[src/rtl/lfsr_seq_ctrl.sv]
// lfsr_seq_ctrl: loads a seed into an 8-bit Fibonacci-style LFSR, advances it a
// counted number of steps, then holds the final value with a done flag until
// the next start request.
module lfsr_seq_ctrl #(
  parameter int unsigned    W    = 8,
  parameter int unsigned    CW   = 8,
  parameter logic [W-1:0]   TAPS = W'(8'hB8)
) (
  input  logic          clk,
  input  logic          rst_n,
  input  logic          start,
  input  logic [W-1:0]  sw_in,
  input  logic [CW-1:0] seq_num,
  output logic          busy,
  output logic          done,
  output logic [W-1:0]  result,
  output logic [W-1:0]  lfsr_q,
  output logic [CW-1:0] steps_left
);

  typedef enum logic [1:0] {
    StIdle,
    StRun,
    StDone
  } state_e;

  state_e          state_q, state_d;
  logic [W-1:0]    lfsr_d;
  logic [CW-1:0]   steps_d;
  logic [W-1:0]    seed_guarded;
  logic [W-1:0]    lfsr_step;

  // All-zero seed would lock the LFSR at zero, so substitute 1.
  assign seed_guarded = (sw_in == '0) ? W'(1) : sw_in;
  assign lfsr_step    = {lfsr_q[W-2:0], ^(lfsr_q & TAPS)};

  // State and datapath registers.
  always_ff @(posedge clk or negedge rst_n) begin
    if (!rst_n) begin
      state_q    <= StIdle;
      lfsr_q     <= '0;
      steps_left <= '0;
    end else begin
      state_q    <= state_d;
      lfsr_q     <= lfsr_d;
      steps_left <= steps_d;
    end
  end

  // Next-state and datapath update; DONE accepts start exactly like IDLE.
  always_comb begin
    state_d = state_q;
    lfsr_d  = lfsr_q;
    steps_d = steps_left;
    unique case (state_q)
      StIdle, StDone: begin
        if (start) begin
          lfsr_d  = seed_guarded;
          steps_d = seq_num;
          state_d = (seq_num == '0) ? StDone : StRun;
        end
      end
      StRun: begin
        lfsr_d  = lfsr_step;
        steps_d = steps_left - CW'(1);
        // Exiting at 1 keeps the counter from wrapping below zero.
        if (steps_left == CW'(1)) begin
          state_d = StDone;
        end
      end
      default: begin
        state_d = StIdle;
      end
    endcase
  end

  // Moore outputs decoded from the current state.
  always_comb begin
    busy   = (state_q == StRun);
    done   = (state_q == StDone);
    result = lfsr_q;
  end

endmodule

[config.mk]
export PLATFORM = sky130hd
export DESIGN_NAME = lfsr_seq_ctrl
export DESIGN_NICKNAME = d
export VERILOG_FILES = /design/src/rtl/lfsr_seq_ctrl.sv
export SDC_FILE = /design/constraint.sdc
export NUM_CORES = 1
export LEC_CHECK = 0
export ABC_AREA = 1
export CORE_MARGIN = 1.5
export CORE_UTILIZATION = 47
export CTS_CLUSTER_SIZE = 16
export DETAILED_ROUTE_END_ITERATION = 10
export MAX_ROUTING_LAYER = met4
export PLACE_DENSITY_LB_ADDON = 0.08
export SETUP_SLACK_MARGIN = 0.15
export SYNTH_ARGS = -nofsm -noshare
export SYNTH_HDL_FRONTEND = slang
export SYNTH_SLANG_ARGS = --single-unit
export TNS_END_PERCENT = 100
[constraint.sdc]
create_clock -name clk -period 4.1 [get_ports clk]
set_clock_uncertainty 0.2 [all_clocks]
set_input_delay 0.615 -clock clk [delete_from_list [all_inputs] [get_ports clk]]
set_output_delay 0.615 -clock clk [all_outputs]
set_load 0.005 [all_outputs]
==> metrics.cfg, run 1 <==
[outcome]
outcome = finished, violations left
violations = DRC

[synth]
syn_area_per_cell_um2 = 7.30
yosysSeqAreaShare = 0.376
synth-edff-count = 0
synthArstFlopShare = 1.00
synthTopCellsByCount = nand2_1, inv_1, nor2_1
yosys-top-cells-area = dfrtp_1, nand2_1, inv_1
ys_types = 23
synth_seq_cells = 18
ys.flop_type = dfrtp_1
netlist_area_um2 = 1200
syn-num-nets = 185
yosysWarningCount = 0
synth_top_area_cell = dfrtp_1
syn_inst = 164
post-synth-top-count-cell = nand2_1
yosys.area.top_type_share = 0.376

[sta]
fin_crit_ps = 2450
tns_ps = 0
setup_viol = 0
max_slew_margin = 0.440
finalCritPeriodShare = 0.597
hold_slack_ps = 351
hold_viol = 0
fmax_ghz = 0.409
tightestPinTransition_ps = 837
finalMaxSlewViolations = 0
rsz0062_at_grt = false

[global_routing]
antenna_found_initial = 0
grt_overflow = 0
grt_max_degree = 21
grt_pass1_vias = 1095
grt_usage = 0.235
grt_pass1_wl_um = 4670

[min_path]
hp-class = register to register
worstHoldStart = steps_left[7]$_DFFE_PN0P_

[setup_path]
crit_slowest_cell = clkdlybuf4s50_1
crit_buf_inv = 3
cp_slowest_stage_delay_ps = 550
crit_fanout = 20
crit_type = register to output pin
worstSetupStartpoint = state_q[0]$_DFFE_PN0P_
crit_family = buffers and inverters
crit_required_ps = 3280
end_kind = output pin
worstPathArrival_ps = 1630
crit-reg2reg-launch = state_q[0]$_DFFE_PN0P_
crit_path_cell_trace = inv_2 > nor2_2 > buf_4 > clkdlybuf4s50_1
start_kind = register

[cts]
clock_latency_ps = 320
cts_buffers = 3
clockBufferDepth = 2
cts_setup_buffers = 0
cts_resized = 0
cts_root_buf = clkbuf_4
cts.htree.levels = 1
cts_sinks = 18
cts_tree = done
clk_pin_slew_ps = 100
ctsHoldBuffers = 0

[floorplan]
die_y_um = 53.5
io-pin-count = 45
start_util = 0.492
die_w_um = 53.5
coreArea_um2 = 2430
die_area_um2 = 2860
placementRows = 18

[job]
maxCapViolations = 0

[routing]
wire_per_inst_um = 12.9
drc = 1
antenna_left = 0
post_drt_via_cell_ratio = 5.23
num_vias = 1204
drtIter0Drc = 31
wl_um = 2970
dr.pass1.iters = 7

[finish]
antennaDiodeCount = 0
area_growth_pct = 33.5
layout-drive-gt1-share = 0.0700
fin_nets = 222
nFillCells = 226

[placement]
port_buffers = 44
dpl.hpwl_um = 2190
gp_congestion = 0.880

[power]
power_leakage_nw = 0.753
ir_worst_vdd_mv = 0.469
total_power_mw = 1.28
power_density_nw_per_um2 = 803

[logic make-up (layout without fill, tap and decap cells)]
| logic type | count (synthesis) | after routing | share of synthesized area |
|---|---|---|---|
| AOI/OAI and AO/OA | 31 | 31 | 0.150 |
| xor gates and xnor gates | 1 | 1 | 0.00732 |
| adders and majority gates | 2 | 2 | 0.0209 |
| buffers and inverters | 38 | 74 | 0.179 |
| DFF | 18 | 18 | 0.376 |
| and+or+nand+nor | 74 | 74 | 0.266 |
[sequential cells by signal, indices dropped and copies added (netlist names)]
name	count
state_q	2
lfsr_q	8
steps_left	8
[report_power, final]
group	switching, mW	internal (mW)
Combinational	0.384	0.398
Sequential	0.111	0.272
Clock	0.0635	0.0544
Total	0.559	0.725
[placed cells by master, fill, tap and decap left out, types with 3 or more instances in the layout]
cell | netlist | final
a21oi_1 | 4 | 4
clkbuf_4 | 0 | 3
clkdlybuf4s50_1 | 0 | 44
dfrtp_1 | 18 | 18
inv_1 | 22 | 22
inv_2 | 3 | 3
nand2_1 | 35 | 35
nand3_1 | 14 | 14
nor2_1 | 19 | 19
o21ai_0 | 13 | 13
o21ai_1 | 5 | 5
o22ai_1 | 4 | 4
[metal layers]
layer,up-vias,GRT usage,share of wire
met2,55,0.409,0.50
met1,547,0.276,0.41
li1,595,-,-
met3,7,0.0254,0.066
met5,-,-,0
met4,0,0.0897,0.021
[worst paths after layout]
path	end	slack [ps]	depth (start not counted)
worst max-delay path	busy	1650	4
worst min register to register	steps_left[7]$_DFFE_PN0P_	350	2
min in group asynchronous	steps_left[2]$_DFFE_PN0P_	560	1
max in group asynchronous	state_q[0]$_DFFE_PN0P_	2610	1
worst max register to register	steps_left[2]$_DFFE_PN0P_	2270	8
worst min-delay path	steps_left[7]$_DFFE_PN0P_	350	2
[worst register-to-register path: cells and delay by family (launching register included)]
kind	cells	cell delay [ps]
buffers and inverters	4	640
flip-flops	1	400
AND/OR/NAND/NOR	3	370
AO/OA/AOI/OAI	1	100
[area by class of cell]
cell class	instances	area, µm²	area share
multi-input cells	108	533	0.333
flip-flops and latches	18	450	0.282
repair buffers	45	448	0.280
inverters	25	93.8	0.0587
well taps	30	37.5	0.0235
clock buffers	4	36.3	0.0227
[through the flow]
step / util / setup WS (ps) / instance area, µm² / cells
floorplan: - / 2540 / 1200 / 164
global placement: 0.642 / 1900 / 1560 / 226
detailed placement: 0.642 / 1850 / 1560 / 226
CTS: 0.657 / 1660 / 1600 / 230
global route: 0.657 / 1560 / 1600 / 230
finish: 0.657 / 1650 / 1600 / 230
(Power assumes the default switching activity.)
==> run 2, diff against run 1 <==
- CORE_UTILIZATION: 47 -> 39
- clock period: 4.1 -> 2 ns (I/O delays scaled with it)
==> run 2 against run 1 <==
Die area is 19% higher. Final cell count is 2.6% higher. Largest power group unchanged. Combinational power is 110% higher. Global-route usage is 3.8 points lower. Flip-flop and latch count stayed put. Largest cell class unchanged. Worst setup slack worse by 1500 ps. Sequential power is 100% higher. Register-to-register slack worse by 2000 ps. The flow now finishes without violations. Via count is 0.58% lower. Power is 110% higher.
==> metrics.cfg, run 2 (synthesis results as in run 1) <==
[floorplan]
die_area_um2 = 3410  ; was 2860 µm²
start_util = 0.423  ; was 0.492
die_y_um = 58.4  ; was 53.5 µm
die_w_um = 58.4  ; was 53.5 µm
coreArea_um2 = 2830  ; was 2430 µm²
io-pin-count = 45  ; unchanged
placementRows = 19  ; was 18

[cts]
clockBufferDepth = 2  ; unchanged
clk_pin_slew_ps = 110  ; was 100 ps
cts_sinks = 18  ; unchanged
ctsHoldBuffers = 0  ; unchanged
clock_latency_ps = 290  ; was 320 ps
cts_buffers = 3  ; unchanged
cts_root_buf = clkbuf_4  ; unchanged
cts_tree = done  ; unchanged
cts.htree.levels = 1  ; unchanged

[global_routing]
antenna_found_initial = 0  ; unchanged
grt_overflow = 0  ; unchanged
grt_pass1_wl_um = 5020  ; was 4670 µm
grt_max_degree = 19  ; was 21
grt_pass1_vias = 1139  ; was 1095
grt_usage = 0.198  ; was 0.235

[sta]
max_slew_margin = 0.841  ; was 0.440
tns_ps = 0  ; unchanged
fmax_ghz = 0.555
setup_viol = 0  ; unchanged
finalCritPeriodShare = 0.901
fin_ws_ps = 199  ; was 1650 ps
fin_crit_ps = 1800
finalMaxSlewViolations = 0  ; unchanged
tightestPinTransition_ps = 239  ; was 837 ps
rsz0062_at_grt = false  ; unchanged
hold_viol = 0  ; unchanged

[setup_path]
r2r_slack_ps = 310  ; was 2270 ps
cp_slowest_stage_delay_ps = 540  ; was 550 ps
crit_path_cell_trace = clkdlybuf4s50_1  ; was inv_2 > nor2_2 > buf_4 > clkdlybuf4s50_1
crit_buf_inv = 1  ; was 3
start_kind = register  ; unchanged
crit_fanout = 6  ; was 20
crit_type = register to output pin  ; unchanged
worstPathArrival_ps = 1300  ; was 1630 ps
crit_family = buffers and inverters  ; unchanged
crit_slowest_cell = clkdlybuf4s50_1  ; unchanged
cp.depth = 1  ; was 4
reg2regPathDepth = 9  ; was 8
crit_required_ps = 1500  ; was 3280 ps
end_kind = output pin  ; unchanged

[routing]
wl_um = 2960  ; was 2970 µm
num_vias = 1197  ; was 1204
drc = 0  ; was 1
dr.pass1.iters = 4  ; was 7
post_drt_via_cell_ratio = 5.07  ; was 5.23
drtIter0Drc = 41  ; was 31
antenna_left = 0  ; unchanged
wire_per_inst_um = 12.5  ; was 12.9 µm

[finish]
area_growth_pct = 36.6  ; was 33.5%
fin_nets = 228  ; was 222
multi_input_area_um2 = 538  ; was 533 µm²
reg_top3 = lfsr_q x8, steps_left x8, state_q x2  ; unchanged
final_cell_mix = clkdlybuf4s50_1, nand2_1, inv_1  ; unchanged
layout-drive-gt1-share = 0.0976  ; was 0.0700
final_cells = 236  ; was 230
final_common_cell = clkdlybuf4s50_1  ; unchanged
regArea_um2 = 452  ; was 450 µm²
finish.utilization = 0.578  ; was 0.657
antennaDiodeCount = 0  ; unchanged
nFillCells = 301  ; was 226

[outcome]
outcome = finished, final reports clean  ; was finished, violations left

[placement]
port_buffers = 44  ; unchanged
dp_cells = 231  ; was 226
gp_congestion = 0.863  ; was 0.880
dpl.hpwl_um = 2260  ; was 2190 µm
dp_slack_ps = 254  ; was 1850 ps

[power]
ir_worst_vdd_mv = 0.704  ; was 0.469 mV
power_leakage_nw = 0.780  ; was 0.753 nW
power_density_nw_per_um2 = 1620  ; was 803 nW/µm²

[min_path]
hp-class = primary input to asynchronous set/reset pin  ; was register to register

[job]
maxCapViolations = 0  ; unchanged

## run 2: what timing repair did
action | 4_1_cts | 5_1_grt
gates resized for setup | 3 | 1
setup buffers | 2 | 0
setup endpoints to repair | 2 | 1
## run 2: final timing paths
check / from / endpoint
worst max register to register: state_q[0]$_DFFE_PN0P_ / lfsr_q[4]$_DFFE_PN0P_
min in group clk: state_q[0]$_DFFE_PN0P_ / state_q[1]$_DFFE_PN0P_
max in group asynchronous: rst_n / steps_left[2]$_DFFE_PN0P_
worst max-delay path: steps_left[0]$_DFFE_PN0P_ / steps_left[0]
worst min-delay path: rst_n / lfsr_q[4]$_DFFE_PN0P_
worst min register to register: state_q[0]$_DFFE_PN0P_ / state_q[1]$_DFFE_PN0P_
## run 2: metrics by stage
| stage | power, mW | area, µm² | hold WS, ps |
|---|---|---|---|
| after floorplan | 1.84 | 1200 | -196 |
| after global placement | 2.42 | 1590 | 333 |
| after detailed placement | 2.45 | 1590 | 326 |
| after CTS | 2.66 | 1630 | 147 |
| after global routing | 2.92 | 1640 | 165 |
| final | 2.65 | 1640 | 133 |
## run 2: metal layers
| layer | up-vias | wire length [µm] | track usage |
|---|---|---|---|
| met3 | 4 | 195 | 0.0242 |
| met4 | 0 | 31 | 0.0598 |
| li1 | 600 | - | - |
| met5 | - | 0 | - |
| met2 | 48 | 1450 | 0.329 |
| met1 | 545 | 1280 | 0.251 |
## run 2: worst register-to-register path: stages, from the launching register on
cell	delay, ps
dfrtp_1	400
buf_4	140
inv_2	70
nor2_4	50
buf_4	160
inv_1	110
buf_4	180
o21ai_0	90
o21ai_1	80
o21ai_0	100
## run 2: power by group
group / leakage (nW) / switching [mW] / internal (mW)
combinational: 0.557 / 0.810 / 0.872
sequential: 0.210 / 0.221 / 0.561
clock: 0.0138 / 0.115 / 0.0701
## run 2: cell type report
type | instances | area share
Clock buffer | 3 | 0.0138
Inverter | 25 | 0.0574
Multi-Input combinational cell | 108 | 0.329
Sequential cell | 18 | 0.276
Tap cell | 31 | 0.0237
Timing Repair Buffer | 51 | 0.300
==> run 3, diff against run 2 <==
- CORE_UTILIZATION: 39 -> 25
- MAX_ROUTING_LAYER: met4 -> default
==> run 3 against run 2 <==
Utilization is 21 points lower. Global-route usage is 6.7 points lower. Fmax is 2.3% higher. Register-to-register slack better by 30 ps. Critical path depth stayed put. Flip-flop and latch count stayed put. First-iteration DRC count is 15% lower. Wire length is 10% higher. Via count is 2.7% lower. Worst setup slack better by 40 ps. Sequential power is 1% higher. Combinational power is 3% lower. Largest power group unchanged. Highest routed layer unchanged.
==> metrics.cfg, run 3 (synthesis results as in run 1) <==
[setup_path]
start_kind = register  ; unchanged
crit_type = register to output pin  ; unchanged
crit_buf_inv = 1  ; unchanged
end_kind = output pin  ; unchanged
crit_path_cell_trace = clkdlybuf4s50_1  ; unchanged
r2r_slack_ps = 340  ; was 310 ps
reg2regPathDepth = 7  ; was 9
cp_slowest_stage_delay_ps = 550  ; was 540 ps
crit_required_ps = 1500  ; about the same
crit_family = buffers and inverters  ; unchanged
crit_fanout = 6  ; unchanged
worstPathArrival_ps = 1260  ; was 1300 ps
crit-reg2reg-launch = state_q[1]$_DFFE_PN0P_  ; was state_q[0]$_DFFE_PN0P_
r2r-end = steps_left[2]$_DFFE_PN0P_  ; was lfsr_q[4]$_DFFE_PN0P_
crit_slowest_cell = clkdlybuf4s50_1  ; unchanged

[power]
sw_frac_of_total = 0.425  ; was 0.433
pwr-share-comb = 0.597  ; was 0.635
total_power_mw = 2.72  ; was 2.65 mW
ir_worst_vdd_mv = 0.619  ; was 0.704 mV
power_density_nw_per_um2 = 1630  ; was 1620 nW/µm²
share_seq_of_total_power = 0.290  ; was 0.295
power.internal_mw = 1.57  ; was 1.50 mW
power_leakage_nw = 0.793  ; was 0.780 nW
p_switching_mw = 1.16  ; was 1.15 mW
pwr-share-clk = 0.113  ; was 0.070

[finish]
finish.utilization = 0.373  ; was 0.578
fin_nets = 225  ; was 228
nFillCells = 470  ; was 301
area_growth_pct = 39.4  ; was 36.6%
reg_top3 = lfsr_q x8, steps_left x8, state_q x2  ; unchanged
layout-drive-gt1-share = 0.0837  ; was 0.0976
antennaDiodeCount = 0  ; unchanged
final_cell_mix = clkdlybuf4s50_1, nand2_1, inv_1  ; unchanged
final_common_cell = clkdlybuf4s50_1  ; unchanged

[routing]
antenna_left = 0  ; unchanged
drc = 0  ; unchanged
dr.pass1.iters = 3  ; was 4
post_drt_via_cell_ratio = 4.57  ; was 5.07
wire_per_inst_um = 12.8  ; was 12.5 µm
drtIter0Drc = 35  ; was 41
wl_um = 3260  ; was 2960 µm
num_vias = 1165  ; was 1197

[floorplan]
placementRows = 24  ; was 19
die_area_um2 = 5210  ; was 3410 µm²
die_w_um = 72.2  ; was 58.4 µm
io-pin-count = 45  ; unchanged
start_util = 0.268  ; was 0.423
die_y_um = 72.2  ; was 58.4 µm
coreArea_um2 = 4470  ; was 2830 µm²

[sta]
tns_ps = 0  ; unchanged
finalCritPeriodShare = 0.881  ; was 0.901
hold_slack_ps = 180  ; was 133 ps
finalMaxSlewViolations = 0  ; unchanged
fin_crit_ps = 1760  ; was 1800 ps
max_slew_margin = 0.826  ; was 0.841
fin_ws_ps = 239  ; was 199 ps
hold_viol = 0  ; unchanged
rsz0062_at_grt = false  ; unchanged
setup_viol = 0  ; unchanged
tightestPinTransition_ps = 260  ; was 239 ps
fmax_ghz = 0.568  ; was 0.555 GHz

[global_routing]
grt_max_degree = 20  ; was 19
grt_pass1_wl_um = 5310  ; was 5020 µm
antenna_found_initial = 0  ; unchanged
grt_overflow = 0  ; unchanged
grt_pass1_vias = 1168  ; was 1139
grt_usage = 0.131  ; was 0.198

[outcome]
outcome = finished, final reports clean  ; unchanged

[cts]
clock_latency_ps = 250  ; was 290 ps
cts_root_buf = clkbuf_8  ; was clkbuf_4
clockBufferDepth = 2  ; unchanged
cts_tree = done  ; unchanged
cts_buffers = 3  ; unchanged
cts_sinks = 18  ; unchanged
cts.htree.levels = 1  ; unchanged
clk_pin_slew_ps = 80  ; was 110 ps
ctsHoldBuffers = 0  ; unchanged

[placement]
dp_slack_ps = 229  ; was 254 ps
dpl.hpwl_um = 2470  ; was 2260 µm
port_buffers = 44  ; unchanged
gp_congestion = 0.851  ; was 0.863

[job]
maxCapViolations = 0  ; unchanged

[min_path]
hp-class = primary input to asynchronous set/reset pin  ; unchanged

==> run 3: how the worst max path moves through the flow <==
stage	startpoint	end	slack (ps)	cells past startpoint
floorplan	steps_left[0]$_DFFE_PN0P_	steps_left[6]$_DFFE_PN0P_	540	7
global placement	start	steps_left[5]$_DFFE_PN0P_	250	6
detailed placement	start	steps_left[2]$_DFFE_PN0P_	230	6
CTS	state_q[0]$_DFFE_PN0P_	done	160	2
global route	steps_left[2]$_DFFE_PN0P_	steps_left[2]	170	1
finish	steps_left[2]$_DFFE_PN0P_	steps_left[2]	240	1
==> run 3: final cells by class <==
type                    instances  area, µm²  share of cell area
multi-input cells             108        533               0.319
repair buffers                 48        472               0.283
flip-flops and latches         18        450               0.270
inverters                      25       93.8              0.0562
well taps                      52       65.1              0.0390
clock buffers                   4       55.1              0.0330
==> run 3: what timing repair did <==
item                                    in CTS  in global routing
gates cloned                                 0                  0
buffers inserted                             0                  0
endpoints found under the setup margin       1                  1
pin swaps                                    0                  0
gates resized for setup                      1                  1
==> run 3: per-stage QoR <==
| stage | cell area, µm² | instances |
|---|---|---|
| detailed placement | 1610 | 251 |
| CTS | 1670 | 255 |
| global placement | 1610 | 251 |
| global route | 1670 | 255 |
| floorplan | 1200 | 164 |
| finish | 1670 | 255 |
==> run 3: power by group through the flow <==
stage | Sequential [mW] | Clock, mW | Combinational [mW]
6_report | 0.790 | 0.307 | 1.63
5_1_grt | 0.833 | 0.329 | 1.86
4_1_cts | 0.794 | 0.324 | 1.65
3_5_place_dp | 0.799 | 0 | 1.65
3_3_place_gp | 0.798 | 0 | 1.66
2_1_floorplan | 0.765 | 0 | 1.08
==> run 3: metal layers <==
layer  part of all wire  GRT usage  up-vias
li1                   -          -      596
met3              0.045     0.0250        9
met2               0.48      0.216       35
met4              0.026     0.0650        0
met5                  0          0        -
met1               0.44      0.164      525
